===== src/rtl/clkmon_ctrl_if.sv =====
// Control/status bundle between clkmon_ctrl and the PLL, clkmon and clock consumers.
// loss_cnt is present only when CLKMON_CTRL_LOSS_CNT_EN is defined.
interface clkmon_ctrl_if #(
  parameter int unsigned MAX_RETRY = 3
);
  localparam int unsigned RETRY_W = (MAX_RETRY > 0) ? $clog2(MAX_RETRY + 1) : 1;

  logic               enable;
  logic               pll_locked;
  logic               tst_ok;
  logic               pll_rst;
  logic               mon_rst_n;
  logic               clk_good;
  logic               fail;
  logic [RETRY_W-1:0] retry_cnt;
  logic [2:0]         state;
`ifdef CLKMON_CTRL_LOSS_CNT_EN
  logic [15:0]        loss_cnt;
`endif

  // Supervisor side
  modport master (
    input  enable, pll_locked, tst_ok,
    output pll_rst, mon_rst_n, clk_good, fail, retry_cnt, state
`ifdef CLKMON_CTRL_LOSS_CNT_EN
    , output loss_cnt
`endif
  );

  // Board / consumer side
  modport slave (
    output enable, pll_locked, tst_ok,
    input  pll_rst, mon_rst_n, clk_good, fail, retry_cnt, state
`ifdef CLKMON_CTRL_LOSS_CNT_EN
    , input loss_cnt
`endif
  );
endinterface


===== src/rtl/clkmon_ctrl.sv =====
// PLL + clkmon bring-up supervisor with bounded retry; declares clk_good once verified.
// Optional RUN-loss event counter enabled by CLKMON_CTRL_LOSS_CNT_EN.
module clkmon_ctrl #(
  parameter int unsigned CLK_MHZ   = 100,
  parameter int unsigned RST_US    = 10,
  parameter int unsigned LOCK_US   = 1000,
  parameter int unsigned SETTLE_US = 100,
  parameter int unsigned OK_US     = 1000,
  parameter int unsigned MAX_RETRY = 3
) (
  input  logic          clk,
  input  logic          rst,
  clkmon_ctrl_if.master bus
);
  localparam int unsigned RETRY_W    = (MAX_RETRY > 0) ? $clog2(MAX_RETRY + 1) : 1;
  localparam int unsigned RST_CYC    = CLK_MHZ * RST_US;
  localparam int unsigned LOCK_CYC   = CLK_MHZ * LOCK_US;
  localparam int unsigned SETTLE_CYC = CLK_MHZ * SETTLE_US;
  localparam int unsigned OK_CYC     = CLK_MHZ * OK_US;
  localparam int unsigned MAX_A      = (RST_CYC > LOCK_CYC) ? RST_CYC : LOCK_CYC;
  localparam int unsigned MAX_B      = (SETTLE_CYC > OK_CYC) ? SETTLE_CYC : OK_CYC;
  localparam int unsigned TMR_MAX    = (MAX_A > MAX_B) ? MAX_A : MAX_B;
  localparam int unsigned TMR_W      = $clog2(TMR_MAX + 1);

  typedef enum logic [2:0] {
    IDLE      = 3'd0,
    PLL_RST   = 3'd1,
    WAIT_LOCK = 3'd2,
    SETTLE    = 3'd3,
    WAIT_OK   = 3'd4,
    RUN       = 3'd5,
    FAILED    = 3'd6
  } state_e;

  state_e             state_q, state_d;
  logic [TMR_W-1:0]   tmr_q, tmr_d;
  logic [RETRY_W-1:0] retry_q, retry_d;
  logic [1:0]         sync_q;
  logic               locked_s;
  logic               do_retry;
  logic               pll_rst_q, pll_rst_d;
  logic               mon_rst_n_q, mon_rst_n_d;
  logic               clk_good_q, clk_good_d;
  logic               fail_q, fail_d;

  // Timer holds N-1 on entry so a state with budget N lasts N cycles before expiry acts.
  function automatic logic [TMR_W-1:0] tmr_load(input state_e s);
    unique case (s)
      PLL_RST:   tmr_load = TMR_W'(RST_CYC - 1);
      WAIT_LOCK: tmr_load = TMR_W'(LOCK_CYC - 1);
      SETTLE:    tmr_load = TMR_W'(SETTLE_CYC - 1);
      WAIT_OK:   tmr_load = TMR_W'(OK_CYC - 1);
      default:   tmr_load = '0;
    endcase
  endfunction

  assign locked_s = sync_q[1];

  always_ff @(posedge clk) begin
    if (rst) begin
      sync_q      <= '0;
      state_q     <= IDLE;
      tmr_q       <= '0;
      retry_q     <= '0;
      pll_rst_q   <= 1'b1;
      mon_rst_n_q <= 1'b0;
      clk_good_q  <= 1'b0;
      fail_q      <= 1'b0;
    end else begin
      sync_q      <= {sync_q[0], bus.pll_locked};
      state_q     <= state_d;
      tmr_q       <= tmr_d;
      retry_q     <= retry_d;
      pll_rst_q   <= pll_rst_d;
      mon_rst_n_q <= mon_rst_n_d;
      clk_good_q  <= clk_good_d;
      fail_q      <= fail_d;
    end
  end

  // Success conditions are tested before timer expiry so a coincident expiry still succeeds.
  always_comb begin
    state_d  = state_q;
    retry_d  = retry_q;
    do_retry = 1'b0;
    unique case (state_q)
      IDLE:      if (bus.enable) state_d = PLL_RST;
      PLL_RST:   if (tmr_q == '0) state_d = WAIT_LOCK;
      WAIT_LOCK: begin
        if (locked_s)          state_d  = SETTLE;
        else if (tmr_q == '0)  do_retry = 1'b1;
      end
      SETTLE: begin
        if (!locked_s)         do_retry = 1'b1;
        else if (tmr_q == '0)  state_d  = WAIT_OK;
      end
      WAIT_OK: begin
        if (bus.tst_ok) begin
          state_d = RUN;
          retry_d = '0;
        end else if (tmr_q == '0) begin
          do_retry = 1'b1;
        end
      end
      RUN:       if (!bus.tst_ok || !locked_s) do_retry = 1'b1;
      FAILED:    state_d = FAILED;
      default:   state_d = IDLE;
    endcase

    if (do_retry) begin
      if (retry_q == RETRY_W'(MAX_RETRY)) begin
        state_d = FAILED;
      end else begin
        state_d = PLL_RST;
        retry_d = retry_q + RETRY_W'(1);
      end
    end

    if (!bus.enable) begin
      state_d = IDLE;
      retry_d = '0;
    end

    if (state_d != state_q)  tmr_d = tmr_load(state_d);
    else if (tmr_q != '0)    tmr_d = tmr_q - TMR_W'(1);
    else                     tmr_d = tmr_q;

    pll_rst_d   = (state_d == IDLE) || (state_d == PLL_RST) || (state_d == FAILED);
    mon_rst_n_d = (state_d == WAIT_OK) || (state_d == RUN);
    clk_good_d  = (state_d == RUN);
    fail_d      = (state_d == FAILED);
  end

`ifdef CLKMON_CTRL_LOSS_CNT_EN
  logic [15:0] loss_q;

  // Counts genuine RUN losses only; a disable out of RUN is not a loss.
  always_ff @(posedge clk) begin
    if (rst) begin
      loss_q <= '0;
    end else if ((state_q == RUN) && do_retry && bus.enable && (loss_q != 16'hFFFF)) begin
      loss_q <= loss_q + 16'd1;
    end
  end

  assign bus.loss_cnt = loss_q;
`endif

  assign bus.state     = state_q;
  assign bus.retry_cnt = retry_q;
  assign bus.pll_rst   = pll_rst_q;
  assign bus.mon_rst_n = mon_rst_n_q;
  assign bus.clk_good  = clk_good_q;
  assign bus.fail      = fail_q;
endmodule


===== src/flat_wrapper.sv =====
// flat-port wrapper written by rule: the top's interface ports become plain ports
module clkmon_ctrl_flat 
#(
  parameter int unsigned CLK_MHZ   = 100,
  parameter int unsigned RST_US    = 10,
  parameter int unsigned LOCK_US   = 1000,
  parameter int unsigned SETTLE_US = 100,
  parameter int unsigned OK_US     = 1000,
  parameter int unsigned MAX_RETRY = 3
)
  (clk, rst, bus_enable, bus_pll_locked, bus_tst_ok, bus_pll_rst, bus_mon_rst_n, bus_clk_good, bus_fail, bus_retry_cnt, bus_state);
  clkmon_ctrl_if #(.MAX_RETRY(MAX_RETRY)) bus_i ();
  input  logic clk;
  input  logic rst;
  input wire logic [$bits(bus_i.enable)-1:0] bus_enable;
  input wire logic [$bits(bus_i.pll_locked)-1:0] bus_pll_locked;
  input wire logic [$bits(bus_i.tst_ok)-1:0] bus_tst_ok;
  output wire logic [$bits(bus_i.pll_rst)-1:0] bus_pll_rst;
  output wire logic [$bits(bus_i.mon_rst_n)-1:0] bus_mon_rst_n;
  output wire logic [$bits(bus_i.clk_good)-1:0] bus_clk_good;
  output wire logic [$bits(bus_i.fail)-1:0] bus_fail;
  output wire logic [$bits(bus_i.retry_cnt)-1:0] bus_retry_cnt;
  output wire logic [$bits(bus_i.state)-1:0] bus_state;
  assign bus_i.enable = bus_enable;
  assign bus_i.pll_locked = bus_pll_locked;
  assign bus_i.tst_ok = bus_tst_ok;
  assign bus_pll_rst = bus_i.pll_rst;
  assign bus_mon_rst_n = bus_i.mon_rst_n;
  assign bus_clk_good = bus_i.clk_good;
  assign bus_fail = bus_i.fail;
  assign bus_retry_cnt = bus_i.retry_cnt;
  assign bus_state = bus_i.state;
  clkmon_ctrl #(.CLK_MHZ(CLK_MHZ), .RST_US(RST_US), .LOCK_US(LOCK_US), .SETTLE_US(SETTLE_US), .OK_US(OK_US), .MAX_RETRY(MAX_RETRY)) u_core (.clk(clk), .rst(rst), .bus(bus_i));
endmodule

===== config.mk =====
export PLATFORM = sky130hd
export DESIGN_NAME = clkmon_ctrl_flat
export DESIGN_NICKNAME = d
export VERILOG_FILES = /design/src/rtl/clkmon_ctrl_if.sv /design/src/rtl/clkmon_ctrl.sv /design/src/flat_wrapper.sv
export SDC_FILE = /design/constraint.sdc
export NUM_CORES = 1
export LEC_CHECK = 0
export ABC_CLOCK_PERIOD_IN_PS = 3500
export CAP_MARGIN = 0
export CORE_ASPECT_RATIO = 2
export CORE_MARGIN = 2
export CORE_UTILIZATION = 40
export DETAILED_ROUTE_END_ITERATION = 10
export SLEW_MARGIN = 20
export SYNTH_ARGS = -nofsm -noshare
export SYNTH_HDL_FRONTEND = slang
export SYNTH_SLANG_ARGS = --single-unit

===== constraint.sdc =====
create_clock -name clk -period 3.5 [get_ports clk]
set_clock_uncertainty 0.05 [all_clocks]
set_input_delay 0.7 -clock clk [delete_from_list [all_inputs] [get_ports clk]]
set_output_delay 0.7 -clock clk [all_outputs]
set_load 0.1 [all_outputs]

== Yosys cells after proc, flatten, opt, wreduce, memory -nomap -nowiden ==
Index checks and enable logic that the tools add are counted.
Widths: inputs -> output; s select.

* Eq/ne operators: 14
* Reductions and logical operators: 13
* Muxes and demuxes: 22
* Bitwise logic cells: 1
* Add/sub/neg operators: 2

{| class="wikitable"
|+ Operators by type and width
! kind !! number
|-
| $pmux 17 s3 || 1
|-
| $mux 17 || 2
|-
| $mux 3 || 8
|-
| $pmux 3 s7 || 1
|-
| $eq 3x3->1 const B || 6
|-
| $logic_not 17->1 || 1
|-
| $reduce_bool 17->1 || 1
|-
| $sub 17x1->17 const B || 1
|-
| $eq 3x2->1 const B || 4
|-
| $mux 2 || 4
|-
| $eq 3x1->1 const B || 2
|-
| $logic_not 3->1 || 2
|-
| $mux 1 || 5
|-
| $logic_or 1x1->1 || 4
|-
| $pmux 1 s4 || 1
|-
| $reduce_or 2->1 || 2
|-
| $ne 3x3->1 || 1
|-
| $add 2x1->2 const B || 1
|-
| $eq 2x2->1 const B || 1
|-
| $logic_not 1->1 || 2
|-
| $reduce_bool 2->1 || 1
|-
| $not 1->1 || 1
|}

* Flip-flop bits (word level): 28
* Input port bits: 5
* Logic and storage cells: 60

== Logic depth before layout (Yosys ltp) ==
* Word-level depth: 10
* Gate-level depth with buffers: 10
* Depth with buffers taken out: 9

== Least setup slack after synthesis ==
No wires, ideal clock.

* Kind: register to register
* Start: register u_core.state_q[1] (netlist: u_core.bus.state[1])
* End: register u_core.tmr_q[10]
* Setup time: 0.074 ns
* Cell stages (with the launch flop): 10
* Clock period less this slack: 3.223 ns
* Slack: 0.277 ns
* Arrival: 3.099 ns
* Cells stage by stage: dfxtp_1 > clkbuf_1 > nand2b_1 > o31ai_1 > o21ai_0 > a211o_1 > nor4_1 > buf_2 > nand2_1 > o21ai_0

* Word-level cells in the longest chain between the ends: 9
* Elaborated cells on any way between the ends: 25

{| class="wikitable"
|+ RTL lines
! what !! RTL line !! RTL
|-
| start: declaration || clkmon_ctrl.sv:35 || <nowiki>state_e state_q, state_d;</nowiki>
|-
| start signal: assignment || clkmon_ctrl.sv:71 || <nowiki>state_q <= state_d;</nowiki>
|-
| $mux 3 || clkmon_ctrl.sv:95 || <nowiki>else if (tmr_q == '0) state_d = WAIT_OK;</nowiki>
|-
| $mux 3 || clkmon_ctrl.sv:94 || <nowiki>if (!locked_s) do_retry = 1'b1;</nowiki>
|-
| $pmux 3 s7 || clkmon_ctrl.sv:86 || <nowiki>unique case (state_q)</nowiki>
|-
| $mux 3 || clkmon_ctrl.sv:110 || <nowiki>if (do_retry) begin</nowiki>
|-
| $mux 3 || clkmon_ctrl.sv:119 || <nowiki>if (!bus.enable) begin</nowiki>
|-
| $eq 3x2->1 / $eq 3x3->1 (equally long branches) || clkmon_ctrl.sv:48 || <nowiki>unique case (s)</nowiki>
|-
| $reduce_or 2->1 (no source line) || -- ||
|-
| $pmux 17 s3 || clkmon_ctrl.sv:48 ||
|-
| $mux 17 || clkmon_ctrl.sv:124 || <nowiki>if (state_d != state_q) tmr_d = tmr_load(state_d);</nowiki>
|-
| end signal: assignment || clkmon_ctrl.sv:72 || <nowiki>tmr_q <= tmr_d;</nowiki>
|-
| end: declaration || clkmon_ctrl.sv:36 || <nowiki>logic [TMR_W-1:0] tmr_q, tmr_d;</nowiki>
|}

Parallel ways exist; a longest one is shown, timed or not.
A chain may end at the register's enable or synchronous reset.

== Worst setup path in the final report ==
* Start: register u_core.tmr_q[2]
* End: register u_core.tmr_q[6]

* Word-level cells in the longest chain between the ends: 10
* Elaborated cells on any way between the ends: 23

{| class="wikitable"
|+ RTL lines
! what !! RTL line
|-
| $logic_not 17->1 || --
|-
| $mux 3 / $mux 1 (equally long branches) || clkmon_ctrl.sv:95, clkmon_ctrl.sv:91, clkmon_ctrl.sv:101
|-
| $mux 3 (tied with other cells) || clkmon_ctrl.sv:94
|-
| $pmux 3 s7 / $pmux 1 s4 (equally long branches) || clkmon_ctrl.sv:86
|-
| $mux 3 || clkmon_ctrl.sv:110
|-
| $mux 3 || clkmon_ctrl.sv:119
|-
| $eq 3x2->1 / $eq 3x3->1 (equally long branches) || clkmon_ctrl.sv:48
|-
| $reduce_or 2->1 (no source line) || --
|-
| $pmux 17 s3 || clkmon_ctrl.sv:48
|-
| $mux 17 || clkmon_ctrl.sv:124
|}

Parallel ways exist; a longest one is shown, timed or not. The select of a mux whose other input is x is not followed.

==> metrics.md <==
| Metric | Value |
|---|---|
| Gr ovfl total | 0 |
| DP Wirelength | 3499 microns |
| Netlist cell types | 42 |
| Post-Layout Cell Count | 261 |
| Hold WS | 0.3943 ns |
| Total GRT Usage | 22.25% |
| Switching share of power | between 30% and 40% |
| Yosys warns | 0 |
| Final setup violation count | 0 |
| Drt wl/cell | about 17 microns |
| Psw | 479.1 uW |
| Yosys top cell area share | 35.81% |
| Top post-synthesis cells by area | dfxtp_1 (36%), xnor2_1 (5.6%), o21ai_0 (5.4%), nand2_1 (4.8%), nor2_1 (4.1%) |
| Share of cells above drive strength 1 | 9.524% |
| DP Area | 1745 sq um |
| Slew HR | 34.55% |
| Iteration-0 DRC Markers | 32 |
| CTS buffer count | 3 |
| Crit. End Element | register |
| Max Cap Viol | 0 |
| I/O Buffers | 13 |
| H-Tree Depth | 1 |
| Clk_lat worst skew | 0.28 ns |
| Logic pwr share | 43.7% |
| Pint | 748.6 uW |
| Most frequent cell after synthesis | dfxtp_1 |
| CORE AREA | approximately 3800 sq um |
| Synthesized area per cell | between 7 and 8 sq um |
| Hold WC Path Type | reg -> reg |
| CTS sink cnt | 28 |
| Leak | 0.7024 nW |
| Crit path time final | roughly 3.4 ns |
| Period Utilization, post-route | 97.77% |
| Via count | between 1.5k and 2k |
| Startpoint Class | register |
| Area Growth Syn to Fin | 18.15% |
| N_diodes | 0 |
| Sequential Power Share | 35.2% |
| Global-route wire length before repair | 7176 microns |
| Yosys reg bits | 28 |
| Nets | 219 |
| Hold Vio Cnt, Final | 0 |
| Initial Util | 41.15% |
| DRT Pass-1 Iters | 4 |
| Register area share after synthesis | 35.81% |
| Clock-pin slew on the worst setup and hold paths | 0.10 ns |
| Longest Clk Path Bufs | 2 |
| Rows | 32 |
| Synth cell count leaders | dfxtp_1 (28), nand2_1 (20), nor2_1 (17), o21ai_0 (17) |
| Net Count, Synth | between 200 and 250 |
| Maximum VDD drop | between 0.4 and 0.5 mV |
| DRC | 0 |
| Die span in x | 48.24 microns |
| Max Freq | a little under 300 MHz |
| Via density per instance | 5.759 |
| GPL Wtd Cong | 1.020 |
| Clk network pwr share | between 20% and 30% |
| Top cell type by total area after synthesis | dfxtp_1 |
| Clock root buffer | clkbuf_8 |
| Pin count of the biggest net entering global routing | 17 |
| Antenna viol nets, final | 0 |
| RSZ-0062 raised after global routing | no |
| CP required | around 3.7 ns |
| Die Height | 92.47 microns |
| Cells after Synth | 196 |
| Crit Path Max Fanout | 10 |
| DP Cell Count | 257 |
| Mapped cell area | roughly 1600 sq um |
| Initial antenna violation count | 0 |
| Pwr/cell area | 663.9 nW/um^2 |
| Vias in the first global route | 1567 |
| Crit Path Category | reg -> reg |
| CTS tree | yes |
| Total negative slack | 0 ns |
| Ys flop type | dfxtp_1 |
| Die ar. | roughly 4500 sq um |
| Arr. time, crit path | ~3.6 ns |
| Worst Tran Pin Value | 0.9787 ns |
| Status | finished clean |
| Final count of pins violating max slew | 0 |
| Ys async rst share | 0% |
| Layout Utilization | 48.62% |
| Design Area, Final | 1849 sq um |
| # IOs | 14 |
| Routed wire length | approximately 4400 microns |
| Post-synth EDFFs | 0 |
-- kinds of logic (layout without fill, tap and decap cells) --
family | count (synthesis) | in the layout | synth area share, %
AND/OR/NAND/NOR | 86 | 86 | 28.30
AO/OA/AOI/OAI | 50 | 50 | 21.34
flip-flops | 28 | 28 | 35.81
XOR/XNOR | 16 | 16 | 8.953
buffers and inverters | 13 | 27 | 3.197
adder cells (fa/ha/maj) | 3 | 3 | 2.398
-- flip-flops by register name, indices dropped and copies added, names as in the netlist --
name	flops
u_core.bus.state	3
u_core.sync_q	2
u_core.bus.pll_rst	1
u_core.tmr_q	17
u_core.bus.mon_rst_n	1
u_core.bus.clk_good	1
u_core.bus.retry_cnt	2
u_core.bus.fail	1
-- area by class of cell --
type                            count  area (sq um)
Clock buffer                        3         41.29
Tap cell                           51         63.81
Timing Repair Buffer               16         140.1
Sequential cell                    28         561.8
Inverter                            7         26.28
Fill cell                         393          1954
Multi-Input combinational cell    155         985.9
Clock inverter                      1         30.03
-- worst paths after layout --
check | from | to | slack [ns] | depth (start not counted)
worst max register to register | u_core.tmr_q[2]$_SDFFE_PP0P_ | u_core.tmr_q[6]$_SDFFE_PP0P_ | 0.08 | 9
worst max-delay path | u_core.tmr_q[2]$_SDFFE_PP0P_ | u_core.tmr_q[6]$_SDFFE_PP0P_ | 0.08 | 9
worst min register to register | u_core.sync_q[0]$_SDFF_PP0_ | u_core.sync_q[1]$_SDFF_PP0_ | 0.39 | 1
worst min-delay path | u_core.sync_q[0]$_SDFF_PP0_ | u_core.sync_q[1]$_SDFF_PP0_ | 0.39 | 1
-- cell usage in the layout, fill, tap and decap left out, types with 2 or more instances in the layout --
cell / Yosys / final
or4_1: 2 / 2
o211ai_1: 2 / 2
nor3_1: 7 / 7
a211oi_1: 3 / 3
or2_2: 2 / 2
nor4_1: 4 / 3
ha_1: 3 / 3
xor2_1: 6 / 6
nand2b_1: 8 / 8
dfxtp_1: 28 / 27
and2_1: 3 / 3
nand3_1: 6 / 6
a211o_1: 5 / 4
nor2b_1: 3 / 3
a21oi_1: 10 / 10
o21ai_0: 17 / 17
and4_1: 2 / 2
xnor2_1: 10 / 10
buf_4: 0 / 8
nand2_1: 20 / 20
inv_1: 7 / 7
clkbuf_8: 0 / 3
o31ai_1: 3 / 3
and3_1: 2 / 2
nor2_1: 17 / 17
or3_1: 5 / 4
clkdlybuf4s50_1: 0 / 8
-- power by group through the flow --
| stage | logic, mW | registers [mW] | clock network (mW) |
|---|---|---|---|
| floorplan | 0.399 | 0.430 | 0 |
| global placement | 0.522 | 0.434 | 0 |
| detailed placement | 0.527 | 0.437 | 0 |
| CTS | 0.531 | 0.429 | 0.266 |
| global route | 0.606 | 0.441 | 0.274 |
| finish | 0.537 | 0.432 | 0.259 |
-- what timing repair did --
| action | 4_1_cts | 5_1_grt |
|---|---|---|
| hold buffers | 0 | 0 |
| gates resized for setup | 0 | 5 |
| buffers inserted | 0 | 0 |
| endpoints found under the setup margin | 0 | 12 |
-- stage by stage --
| stage | worst slack (ns) | total power, mW |
|---|---|---|
| after global placement | 0.1656 | 0.9560 |
| after global routing | 0.01493 | 1.320 |
| after detailed placement | 0.08187 | 0.9633 |
| final | 0.07816 | 1.228 |
| after floorplan | 0.2766 | 0.8294 |
| after CTS | 0.05375 | 1.226 |
-- critical path, cell delays in order, from the launching register on --
cell and delay (ns):
dfxtp_2 0.36, or4_1 0.54, or4_4 0.55, or3_4 0.39, a211o_4 0.37, o32ai_4 0.22
nor4_2 0.10, buf_4 0.17, or4_1 0.50, o21ai_0 0.09
-- per-layer routing --
| metal | vias up | GRT usage, % | wire [microns] |
|---|---|---|---|
| li1 | 727 | - | - |
| met3 | 23 | 2.339 | 104 |
| met4 | 0 | 13.74 | 281 |
| met5 | - | 0 | 0 |
| met2 | 45 | 38.38 | 2431 |
| met1 | 708 | 23.15 | 1568 |
(Power assumes the default switching activity.)
